[config.mk]
export PLATFORM = sky130hd
export DESIGN_NAME = dmux16_stream
export DESIGN_NICKNAME = d
export VERILOG_FILES = /design/src/rtl/dmux16_pkg.sv /design/src/rtl/dmux16_fifo.sv /design/src/rtl/dmux16_stream.sv
export SDC_FILE = /design/constraint.sdc
export NUM_CORES = 1
export LEC_CHECK = 0
export ABC_CLOCK_PERIOD_IN_PS = 2400
export CELL_PAD_IN_SITES_DETAIL_PLACEMENT = 2
export CELL_PAD_IN_SITES_GLOBAL_PLACEMENT = 2
export CORE_UTILIZATION = 34
export CTS_CLUSTER_SIZE = 20
export DETAILED_ROUTE_END_ITERATION = 10
export HOLD_SLACK_MARGIN = 0.12
export PLACE_DENSITY_LB_ADDON = 0.12
export SETUP_SLACK_MARGIN = 0.2
export SYNTH_ARGS = -nofsm -noshare
export SYNTH_HDL_FRONTEND = slang
export SYNTH_SLANG_ARGS = --single-unit
[constraint.sdc]
create_clock -name clk -period 2.4 [get_ports clk]
set_input_delay 0.6 -clock clk [delete_from_list [all_inputs] [get_ports clk]]
set_output_delay 0.6 -clock clk [all_outputs]
set_load 0.01 [all_outputs]
[src/rtl/dmux16_pkg.sv]
// Shared constants and helpers for the 16-bit stream demultiplexer.
// No logic, no latency; imported by the FIFO and the top level.
package dmux16_pkg;

   localparam int WORD_W    = 16;
   localparam int DEF_N     = 4;
   localparam int DEF_DEPTH = 2;
   localparam int DEF_SEL_W = 2;

   // Pointer width for a power-of-two depth; never narrower than one bit.
   function automatic int ptr_w(input int depth);
      return (depth <= 2) ? 1 : $clog2(depth);
   endfunction

endpackage

[src/rtl/dmux16_fifo.sv]
// Per-channel synchronous FIFO, WORD_W x DEPTH; head is visible the cycle after the first push.
// Caller must not push when full or pop when empty; head reads as zero while empty.
module dmux16_fifo
   import dmux16_pkg::*;
#(
   parameter  int DEPTH = DEF_DEPTH,
   localparam int PW    = ptr_w(DEPTH),
   localparam int CW    = $clog2(DEPTH + 1)
) (
   input  logic              clk,
   input  logic              rst_n,
   input  logic              push,
   input  logic              pop,
   input  logic [WORD_W-1:0] wdata,
   output logic [WORD_W-1:0] head,
   output logic              full,
   output logic              empty,
   output logic [CW-1:0]     count
);

   logic [WORD_W-1:0] mem [DEPTH];
   logic [PW-1:0]     rd_ptr;
   logic [PW-1:0]     wr_ptr;

   // DEPTH is a power of two, so pointers wrap by natural overflow.
   always_ff @(posedge clk) begin
      if (!rst_n) begin
         rd_ptr <= '0;
         wr_ptr <= '0;
         count  <= '0;
      end else begin
         if (push) wr_ptr <= wr_ptr + 1'b1;
         if (pop)  rd_ptr <= rd_ptr + 1'b1;
         case ({push, pop})
            2'b10:   count <= count + 1'b1;
            2'b01:   count <= count - 1'b1;
            default: count <= count;
         endcase
      end
   end

   always_ff @(posedge clk) begin
      if (push) mem[wr_ptr] <= wdata;
   end

   assign full  = (count == CW'(DEPTH));
   assign empty = (count == '0);
   assign head  = empty ? '0 : mem[rd_ptr];

endmodule

[src/rtl/dmux16_stream.sv]
// Steers each accepted word to channel in_sel through a per-channel FIFO; 1-cycle latency to out_valid.
// in_ready depends only on in_sel and registered FIFO state, never on out_ready; bad selects are dropped.
module dmux16_stream
   import dmux16_pkg::*;
#(
   parameter int N     = DEF_N,
   parameter int DEPTH = DEF_DEPTH,
   parameter int SEL_W = DEF_SEL_W
) (
   input  logic                clk,
   input  logic                rst_n,
   input  logic [WORD_W-1:0]   in_data,
   input  logic [SEL_W-1:0]    in_sel,
   input  logic                in_valid,
   output logic                in_ready,
   output logic [WORD_W*N-1:0] out_data,
   output logic [N-1:0]        out_valid,
   input  logic [N-1:0]        out_ready,
   output logic                drop
);

   localparam int CW = $clog2(DEPTH + 1);

   logic         sel_ok;
   logic         sel_full;
   logic         accept;
   logic [N-1:0] full;
   logic [N-1:0] empty;
   logic [N-1:0] push;
   logic [N-1:0] pop;

   always_comb begin
      sel_ok   = (int'(in_sel) < N);
      sel_full = 1'b0;
      for (int c = 0; c < N; c++) begin
         if (in_sel == SEL_W'(c)) sel_full = full[c];
      end
      in_ready = rst_n && (!sel_ok || !sel_full);
      accept   = in_valid && in_ready;
   end

   for (genvar c = 0; c < N; c++) begin : g_ch
      logic [CW-1:0] cnt;

      assign push[c]      = accept && (in_sel == SEL_W'(c));
      assign pop[c]       = out_valid[c] && out_ready[c];
      assign out_valid[c] = !empty[c];

      dmux16_fifo #(.DEPTH(DEPTH)) u_fifo (
         .clk   (clk),
         .rst_n (rst_n),
         .push  (push[c]),
         .pop   (pop[c]),
         .wdata (in_data),
         .head  (out_data[WORD_W*c +: WORD_W]),
         .full  (full[c]),
         .empty (empty[c]),
         .count (cnt)
      );

      a_full_cnt: assert property (@(posedge clk) disable iff (!rst_n)
                                   full[c] == (cnt == CW'(DEPTH)));
   end

   always_ff @(posedge clk) begin
      if (!rst_n) drop <= 1'b0;
      else        drop <= accept && !sel_ok;
   end

endmodule

After elaboration in Yosys (flattened, before gate mapping):

Memory sizes are Yosys's and may differ from the RTL's. A register that Yosys moved wholly into a read port is not among the register bits.
Cells that the tools add are included.

* flip-flop bits (word level): 16
* RAM bits: 128
* input bits: 25
* output and inout port bits: 70
* word-level logic and storage cells: 99
* memories kept: 4

Memory list
* g_ch[0].u_fifo.mem: depth 2, width 16, rd ports 1, clocked after memory_dff 1, wr ports 1, line dmux16_fifo.sv:21 `logic [WORD_W-1:0] mem [DEPTH];`
* g_ch[1].u_fifo.mem: depth 2, width 16, rd ports 1, clocked after memory_dff 1, wr ports 1, line dmux16_fifo.sv:21
* g_ch[2].u_fifo.mem: depth 2, width 16, rd ports 1, clocked after memory_dff 1, wr ports 1, line dmux16_fifo.sv:21
* g_ch[3].u_fifo.mem: depth 2, width 16, rd ports 1, clocked after memory_dff 1, wr ports 1, line dmux16_fifo.sv:21

* add/subtract/negate cells: 16
* equal/unequal tests: 15
* multiplexer cells: 28
* reduce and logical (&&, ||, !) cells: 24

Operators with widths (count)
* $mux 16: 4
* $eq 2x2->1 const B: 10
* $mux 1: 20
* $pmux 2 s2: 4
* $eq 2x1->1 const B: 5
* $logic_and 1x1->1: 10
* $logic_not 2->1: 5
* $add 1x1->1 const B: 8
* $add 2x1->2 const B: 4
* $reduce_bool 2->1: 4
* $sub 2x1->2 const B: 4
* $logic_not 1->1: 5

Logic depth before layout (Yosys ltp):

Gate-level depths: netlist (run 1).

* depth after elaboration: 11
* depth in mapped cells: 7
* depth with buffers taken out: 6

Hierarchy:

Synthesis (run 1) repeated with hierarchy kept, for this count alone.

* cell total of the unflattened synthesis: 374
* area, all modules: 5766.8 µm²

By module, submodules not included
* dmux16_fifo: times used 4, cells an instance 89, area each 1412.6 µm², sequential area each 1061.0 µm²
* dmux16_stream: times used 1, cells an instance 18, area each 116.4 µm², sequential area each 0.0 µm²

Least setup slack after synthesis (run 1):

Ideal clock, no wire load.

* path type: input to register
* from: in in_valid
* to: mem g_ch[0].u_fifo.mem[1][0] (enable)
* setup time: 0.389 ns
* arrival: 1.966 ns
* data required time: 2.011 ns
* slack: 0.046 ns
* stages on the path: 4
* path buffers: 1
* cell sequence: nand2_1 -> or4_1 -> clkbuf_1 -> nor2_1

* cells in the longest elaborated chain, start to end: 4

Ends and longest elaborated chain
* from (decl): line dmux16_stream.sv:14 `input logic in_valid,`
* $logic_and 1x1->1: line dmux16_stream.sv:39 `accept = in_valid && in_ready;`
* $logic_and 1x1->1: line dmux16_stream.sv:45 `assign push[c] = accept && (in_sel == SEL_W'(c));`
* $mux 1: line dmux16_fifo.sv:43 `if (push) mem[wr_ptr] <= wdata;`
* $mux 1 (implied by the code): line dmux16_fifo.sv:43
* to (decl): line dmux16_fifo.sv:21

No other way between the ends.

==> flow_summary.yaml, run 1 <==
cts:
  clk_path_buf_depth: 2
  cts_root_buf: "clkbuf_16"
  clock_sinks: 148
  path_clk_slew_ns: 0.06
  tritoncts: "yes"
  cts_inserted_buffers: 17
  clkLatencyLatePin_ns: 0.43
  h-tree-depth: 4
final_layout:
  multi_input_area_sq_mm: 0.00164
  final_common_cell: "edfxtp_1"
  most-common-layout-cells: "edfxtp_1 (128), nor2_1 (59), mux2i_1 (55)"
  syn_to_final_growth_pct: 44.0
  fillerInstances: 1582
  post_route_cells_drive_above_1_share_pct: 29.7
  antennaDiodeCount: 0
  layout.cells.non_filler: 773
  regArea_sq_mm: 0.00427
  final_area_sq_mm: 0.00833
  nNetsFinal: 569
drt:
  drtIter0Drc: 153
  ant_nets: 0
  wl_per_cell_um: 20.4
  via_per_inst: 4.71
  met1Wirelength_um: 6460
  drc: 0
  wl_met2_um: 8550
  drt-total-wl_um: 15800
  highest_layer: "met4"
  vias: 3637
  met3_wirelength_um: 580
  drt-pass1-iter-count: 4
logic_synthesis:
  ys_seq_elements: 148
  synthesis.area_sq_mm: 0.00579
  synth_top_area_share_pct: 66.4
  syn_nets: 415
  yosysTopAreaCell: "edfxtp_1"
  synthCells: 386
  synthTopCellsByArea: "edfxtp_1 (66%), mux2i_1 (12%), dfxtp_1 (6.9%)"
  yosys_warnings: 0
  synth.avg_cell_area_sq_um: 15.0
  ys_seq_area_share_pct: 73.3
  synth_cell_types: 25
placed_design:
  port_buffers: 93
  gp_congestion: 0.724
  hpwl_um: 9810
  placed_cell_area_sq_mm: 0.00726
  pre_cts_slack_ns: -0.375
  dp_cells: 709
worst_setup_path:
  cpMaxStageDelayCell: "dfxtp_4"
  required_ns: 1.80
  worst-path-max-fanout: 7
  path_cells: "buf_4, buf_12, mux2i_1, nor2_1, dlygate4sd2_1"
  rrSetupSlack_ns: 0.35
  cp_data_arrival_time_ns: 1.64
  start_kind: "register"
  end_kind: "output pin"
  critical_path_class: "reg -> out"
  crit_path_max_incr_delay_ns: 0.38
pwr:
  pwr-share-clk_pct: 39.7
  p_leak_nw: 3.18
  power.switching_mw: 1.51
  internal_power_mw: 4.84
  p_per_area_mw_per_mm2: 762
  p_sw_share_pct: 23.8
  pwr-share-seq_pct: 45.6
  p_total_mw: 6.35
  vdd_ir_drop_max_mv: 0.492
  comb_power_share_pct: 14.7
sta:
  period_needed_ns: 2.24
  max_freq_mhz: 447
  timing_max_transition_violations_final: 0
  hold_violations: 0
  hold_ws_ns: 0.497
  setup_viol: 0
  rsz0062_at_grt: "yes"
  fin_skew_ns: 0.00914
  period_share_pct: 93.3
  layout_setup_ws_ns: 0.162
worst_hold_path:
  worstHoldPathType: "reg -> reg"
grt:
  grt_usage_pct: 18.8
  grt_pass1_vias: 4090
  grt_pass1_wl_um: 24100
  gr-total-overflow: 0
  grt_max_degree: 18
  grt_antenna_before_repair: 0
floorplanning:
  die_w_um: 132
  initial_core_util_pct: 34.9
  rows: 47
  die_h_um: 132
  fp.coreArea_sq_mm: 0.0166
  pin_count: 95
  die-area_sq_mm: 0.0175
outcome:
  status: "complete, no violations"
job:
  maxCapViolations: 0
[repair_timing]
| action | in CTS | in global routing |
|---|---|---|
| gates cloned | 3 | 0 |
| gates resized for setup | 150 | 70 |
| pin swaps | 5 | 6 |
| setup endpoints to repair | 73 | 44 |
| hold buffers | 0 | 0 |
| setup buffers | 20 | 9 |
[power by group through the flow]
stage	Combinational, mW	Clock [mW]	Sequential (mW)
finish	0.935	2.52	2.89
global route	1.00	2.67	2.90
CTS	0.892	2.57	2.89
detailed placement	0.788	0	2.93
global placement	0.754	0	2.92
floorplan	0.360	0	2.93
[layer usage]
layer  vias up  GRT usage [%]
met4         0           7.09
met1      1850           21.9
met3        14           4.06
met2        84           33.8
met5         -              0
li1       1689              -
[stage by stage]
stage               utilization, %  setup TNS, ns
finish                        50.3              0
floorplan                        -              0
global placement              43.8         -19.53
global route                  50.3              0
CTS                           49.3              0
detailed placement            43.8         -33.54
[registers in the layout, summed over array words and instances, names as in the netlist, named ones only]
register	cells
g_ch.u_fifo.mem	128
g_ch.u_fifo.wr_ptr	4
g_ch.u_fifo.count	8
g_ch.u_fifo.rd_ptr	4
[path summary, 6_finish.rpt]
kind,start,to,cells after the start
setup / recovery,register,out_data[39],5
hold / removal,g_ch[0].u_fifo.wr_ptr,g_ch[0].u_fifo.wr_ptr,1
setup reg to reg,g_ch[2].u_fifo.count[1],g_ch[2].u_fifo.count[1],6
hold reg to reg,g_ch[0].u_fifo.wr_ptr,g_ch[0].u_fifo.wr_ptr,1
[cells in the mapped netlist]
cell type,count
mux2i_1,68
o221a_2,1
or4_1,1
nor2_1,76
buf_4,1
clkbuf_1,9
nor2b_1,2
o21a_1,1
nand2b_1,3
buf_2,8
inv_1,12
or3b_1,1
nand2_1,6
xnor2_1,12
a21boi_0,4
and2_1,12
or4b_1,1
o21ai_0,9
ha_1,4
dfxtp_1,20
conb_1,1
or3_1,4
a41o_1,1
edfxtp_1,128
or3b_2,1
[cells by family (layout without fill, tap and decap cells)]
group,after synthesis,count (layout),share of synthesized area (%)
buffers and inverters,30,197,2.18
and+or+nand+nor,107,107,8.19
xor gates and xnor gates,12,12,1.82
AOI/OAI and AO/OA,16,16,1.79
muxes,68,68,11.8
adders and majority gates,4,4,0.865
DFF,148,148,73.3
other,1,1,0.0648
[layout make-up]
cell class / instances / share of cell area (%)
Clock buffer: 18 / 5.15
Clock inverter: 14 / 1.43
Inverter: 12 / 0.540
Multi-Input combinational cell: 208 / 19.7
Sequential cell: 148 / 51.3
Tap cell: 220 / 3.30
Timing Repair Buffer: 153 / 18.7
[worst max-delay path: cells and delay by family (launching register included)]
| kind | cells | cell delay, ns |
|---|---|---|
| buf+inv | 3 | 0.53 |
| flops | 1 | 0.38 |
| mux | 1 | 0.23 |
| simple gates | 1 | 0.06 |
Note: power is estimated with default switching activity, not from simulation.
==> run 2, diff against run 1 <==
- CORE_UTILIZATION: 34 -> 35
- CTS_BUF_LIST: unset -> sky130_fd_sc_hd__clkbuf_8
==> run 2 against run 1 <==
  * Global-route usage increased by 2.9 points
  * Non-clock buffer count increased by 17
  * Largest cell class unchanged
  * Highest routed layer unchanged
  * Sequential cell count unchanged
==> flow_summary.yaml, run 2 (same netlist as run 1, synthesis figures left out) <==
worst_setup_path:
  worst-path-max-fanout: 6
  critical_path_class: "reg -> out"
  end_kind: "output pin"
  start_kind: "register"
  r2r_cells: 7
  cp_data_arrival_time_ns: 1.70
  required_ns: 1.80
  rrSetupSlack_ns: 0.39
final_layout:
  syn_to_final_growth_pct: 44.5
  antennaDiodeCount: 0
  nNetsFinal: 586
  post_route_cells_drive_above_1_share_pct: 38.9
  top_regs: "g_ch.u_fifo.mem: 128 flops, g_ch.u_fifo.count: 8 flops"
  final_area_sq_mm: 0.00836
  final_util_pct: 52.3
  largest_register: "g_ch.u_fifo.mem"
  largest_register_ffs: 128
  layout.cells.non_filler: 786
  final_common_cell: "edfxtp_1"
  most-common-layout-cells: "edfxtp_1 (128), nor2_1 (56), mux2i_1 (45)"
drt:
  vias: 3792
  ant_nets: 0
  drc: 0
  via_per_inst: 4.82
  drt-total-wl_um: 18100
  drt-pass1-iter-count: 4
  drtIter0Drc: 149
  wl_per_cell_um: 23.0
grt:
  grt_usage_pct: 21.7
  grt_pass1_vias: 4192
  grt_pass1_wl_um: 25600
  gr-total-overflow: 0
  grt_max_degree: 18
  grt_antenna_before_repair: 0
sta:
  max_freq_mhz: 435
  hold_ws_ns: 0.521
  timing_max_transition_violations_final: 0
  fin_skew_ns: 0.00825
  period_share_pct: 95.8
  layout_setup_ws_ns: 0.102
  rsz0062_at_grt: "yes"
  hold_violations: 0
  setup_tns_ns: 0
  setup_viol: 0
  period_needed_ns: 2.30
pwr:
  p_leak_nw: 3.12
  p_total_mw: 6.08
  p_per_area_mw_per_mm2: 727
  vdd_ir_drop_max_mv: 0.364
cts:
  cts_root_buf: "clkbuf_8"
  clk_path_buf_depth: 2
  cts_inserted_buffers: 17
  cts_hold_buffers: 0
  h-tree-depth: 4
  tritoncts: "yes"
  clkLatencyLatePin_ns: 0.44
  clock_sinks: 148
  path_clk_slew_ns: 0.08
floorplanning:
  die_h_um: 131
  die-area_sq_mm: 0.0171
  initial_core_util_pct: 36.2
  pin_count: 95
  rows: 46
  fp.coreArea_sq_mm: 0.0160
  die_w_um: 131
placed_design:
  port_buffers: 93
  pre_cts_slack_ns: -0.396
  placed_cell_area_sq_mm: 0.00729
  gp_congestion: 0.691
  dp_cells: 707
  hpwl_um: 10500
outcome:
  status: "complete, no violations"
worst_hold_path:
  holdPathStages: 1
  worstHoldPathType: "reg -> reg"
job:
  maxCapViolations: 0
[run 2: cell types whose count changed in the layout (fill, tap and decap cells not counted), moves of 6 or more]
cell,change
clkbuf_2,+11
buf_2,+17
clkbuf_8,+17
mux2i_2,+12
mux2i_1,-10
buf_6,+12
dlygate4sd2_1,-18
dlymetal6s2s_1,-6
clkbuf_16,-17
[run 2: power breakdown]
group          total [mW]  internal, mW  switching [mW]
sequential           2.89          2.85          0.0469
combinational        1.03         0.539           0.488
clock                2.16          1.21           0.950
[run 2: area by class of cell]
type                       instances  area (sq um)
clock inverter                    15           196
timing repair buffer             170          1650
inverter                          12          45.0
fill                            1506          7640
clock buffer                      17           234
multi-input combinational        208          1690
tap                              216           270
sequential                       148          4280
[run 2: what timing repair did]
item,in CTS,in global routing
pin swaps,9,11
gates resized for setup,209,115
cloned,4,0
setup buffers,31,12
setup endpoints to repair,88,61
[run 2: path summary, 6_finish.rpt]
path	from	endpoint
setup reg to reg	g_ch[2].u_fifo.count[1]	g_ch[2].u_fifo.count[1]
hold / removal	g_ch[3].u_fifo.wr_ptr	g_ch[3].u_fifo.wr_ptr
setup / recovery	register	out_data[55]
hold reg to reg	g_ch[3].u_fifo.wr_ptr	g_ch[3].u_fifo.wr_ptr
[run 2: worst max-delay path: stages, from the launching register on]
cell and delay, ns:
dfxtp_4 0.37, buf_12 0.13, buf_16 0.14, buf_6 0.12
mux2i_1 0.12, nor2_1 0.20, buf_2 0.18
[run 2: routing by layer]
metal	part of all wire [%]	track usage, %
met1	41	24.9
met2	55	39.1
met3	2.9	5.58
met4	1.5	7.44
met5	0	0
==> run 3, diff against run 2 <==
- HOLD_SLACK_MARGIN: 0.12 -> 0.15
- PLACE_DENSITY_LB_ADDON: 0.12 -> 0.08
==> run 3 against run 2 <==
  * Largest power group unchanged
  * Clock-buffer cell count did not move
  * Hold slack got worse by 0.028 ns
  * Largest cell class unchanged
  * Via count fell by 2.0%
  * Cell count fell by 0.13%
  * Non-clock buffer count rose by 1
  * Final area fell by 3.5%
  * Critical path depth did not move
  * Routed wire length fell by 12%
  * Clock skew barely moved
  * Combinational power fell by 8%
==> flow_summary.yaml, run 3 (same netlist as run 1, synthesis figures left out) <==
worst_setup_path:
  path_delay_family: "buffers and inverters"
  end_kind: "output pin"
  required_ns: 1.80
  cp_data_arrival_time_ns: 1.65
  worst-path-max-fanout: 7
  r2r_cells: 7
  start_kind: "register"
  critPathBufInv: 4
  path_cells: "buf_12, buf_16, buf_6, mux2i_2, nor2_2, buf_2"
  crit_path_max_incr_delay_ns: 0.36
  cpMaxStageDelayCell: "dfxtp_4"
  critical_path_class: "reg -> out"
  cp.depth: 6
placed_design:
  port_buffers: 93
  dp_cells: 706
  hpwl_um: 10000
  placed_cell_area_sq_mm: 0.00728
  gp_congestion: 0.699
final_layout:
  post_route_cells_drive_above_1_share_pct: 33.6
  most-common-layout-cells: "edfxtp_1 (128), nor2_1 (63), mux2i_1 (56)"
  largest_register: "g_ch.u_fifo.mem"
  final_util_pct: 50.5
  fillerInstances: 1546
  nNetsFinal: 587
  final_area_sq_mm: 0.00807
  largest_register_ffs: 128
  antennaDiodeCount: 0
  final_common_cell: "edfxtp_1"
  syn_to_final_growth_pct: 39.5
  top_regs: "g_ch.u_fifo.mem: 128 flops, g_ch.u_fifo.count: 8 flops"
  layout.cells.non_filler: 785
floorplanning:
  die_h_um: 131
  die_w_um: 131
  pin_count: 95
  rows: 46
  fp.coreArea_sq_mm: 0.0160
  die-area_sq_mm: 0.0171
  initial_core_util_pct: 36.2
pwr:
  p_per_area_mw_per_mm2: 679
  power.switching_mw: 1.37
  pwr-share-clk_pct: 30.0
  p_total_mw: 5.48
  vdd_ir_drop_max_mv: 0.308
  internal_power_mw: 4.11
  pwr-share-seq_pct: 52.8
  p_leak_nw: 3.04
  comb_power_share_pct: 17.3
  p_sw_share_pct: 25.1
cts:
  h-tree-depth: 4
  cts_root_buf: "clkbuf_8"
  clk_path_buf_depth: 2
  path_clk_slew_ns: 0.07
  cts_inserted_buffers: 17
  tritoncts: "yes"
  clock_sinks: 148
  clkLatencyLatePin_ns: 0.46
sta:
  timing_max_transition_violations_final: 0
  fin_skew_ns: 0.00844
  period_needed_ns: 2.25
  max_freq_mhz: 445
  setup_viol: 0
  rsz0062_at_grt: "yes"
  hold_violations: 0
  period_share_pct: 93.7
drt:
  drt-pass1-iter-count: 4
  vias: 3718
  ant_nets: 0
  drtIter0Drc: 239
  via_per_inst: 4.74
  drt-total-wl_um: 15900
  wl_per_cell_um: 20.3
  drc: 0
job:
  maxCapViolations: 0
grt:
  gr-total-overflow: 0
  grt_usage_pct: 19.3
  grt_pass1_vias: 4066
  grt_antenna_before_repair: 0
  grt_pass1_wl_um: 23000
  grt_max_degree: 17
worst_hold_path:
  holdPathStages: 1
  worstHoldPathType: "reg -> reg"
outcome:
  status: "complete, no violations"
-- run 3: worst register-to-register path: cells and delay by family, from the launching register on --
family / cells / cell delay (ns)
adder cells (fa/ha/maj): 1 / 0.21
buffers and inverters: 1 / 0.14
AND/OR/NAND/NOR: 3 / 0.85
flip-flops: 1 / 0.34
XOR/XNOR: 1 / 0.15
AO/OA/AOI/OAI: 1 / 0.16
-- run 3: path summary, 6_finish.rpt --
kind,startpoint,endpoint,slack [ns]
worst max-delay path,register,out_data[6],0.15
worst min-delay path,g_ch[0].u_fifo.wr_ptr,g_ch[0].u_fifo.wr_ptr,0.49
worst max register to register,g_ch[0].u_fifo.count[1],g_ch[0].u_fifo.count[1],0.47
worst min register to register,g_ch[0].u_fifo.wr_ptr,g_ch[0].u_fifo.wr_ptr,0.49
-- run 3: final cells by class --
cell class                      instances  area [sq um]  area share (%)
Multi-Input combinational cell        208          1580            19.6
Inverter                               12          45.0           0.558
Clock buffer                           17           234            2.90
Tap cell                              216           270            3.35
Sequential cell                       148          4280            53.0
Timing Repair Buffer                  171          1580            19.6
Clock inverter                         13          78.8           0.976
-- run 3: what timing repair did --
action | in CTS | in global routing
setup endpoints to repair | 70 | 57
endpoints found under the hold margin | 0 | 0
gates resized for setup | 156 | 113
buffers inserted | 30 | 14
gates cloned | 4 | 1
pin swaps | 3 | 6
hold buffers | 0 | 0
-- run 3: metrics by stage --
step | setup slack (ns) | hold WS (ns) | setup TNS [ns]
3_5_place_dp | -0.342 | 0.483 | -26.43
2_1_floorplan | 0.0456 | 0.450 | 0
5_1_grt | 0.0705 | 0.528 | 0
3_3_place_gp | -0.314 | 0.457 | -16.58
4_1_cts | 0.0167 | 0.499 | 0
6_report | 0.150 | 0.493 | 0
-- run 3: metal layers --
metal  global-route usage, %  vias up  routed length, um
met5                       0        -                  0
met4                    6.69        0                222
met3                    4.64       16                534
met2                    34.7       73               8640
met1                    22.5     1906               6520
li1                        -     1723                  -
-- run 3: power by group through the flow --
| stage | logic, mW | registers [mW] | clock network (mW) |
|---|---|---|---|
| 2_1_floorplan | 0.360 | 2.93 | 0 |
| 6_report | 0.946 | 2.89 | 1.64 |
| 3_3_place_gp | 0.764 | 2.93 | 0 |
| 5_1_grt | 1.02 | 2.90 | 1.80 |
| 3_5_place_dp | 0.801 | 2.94 | 0 |
| 4_1_cts | 0.884 | 2.89 | 1.68 |
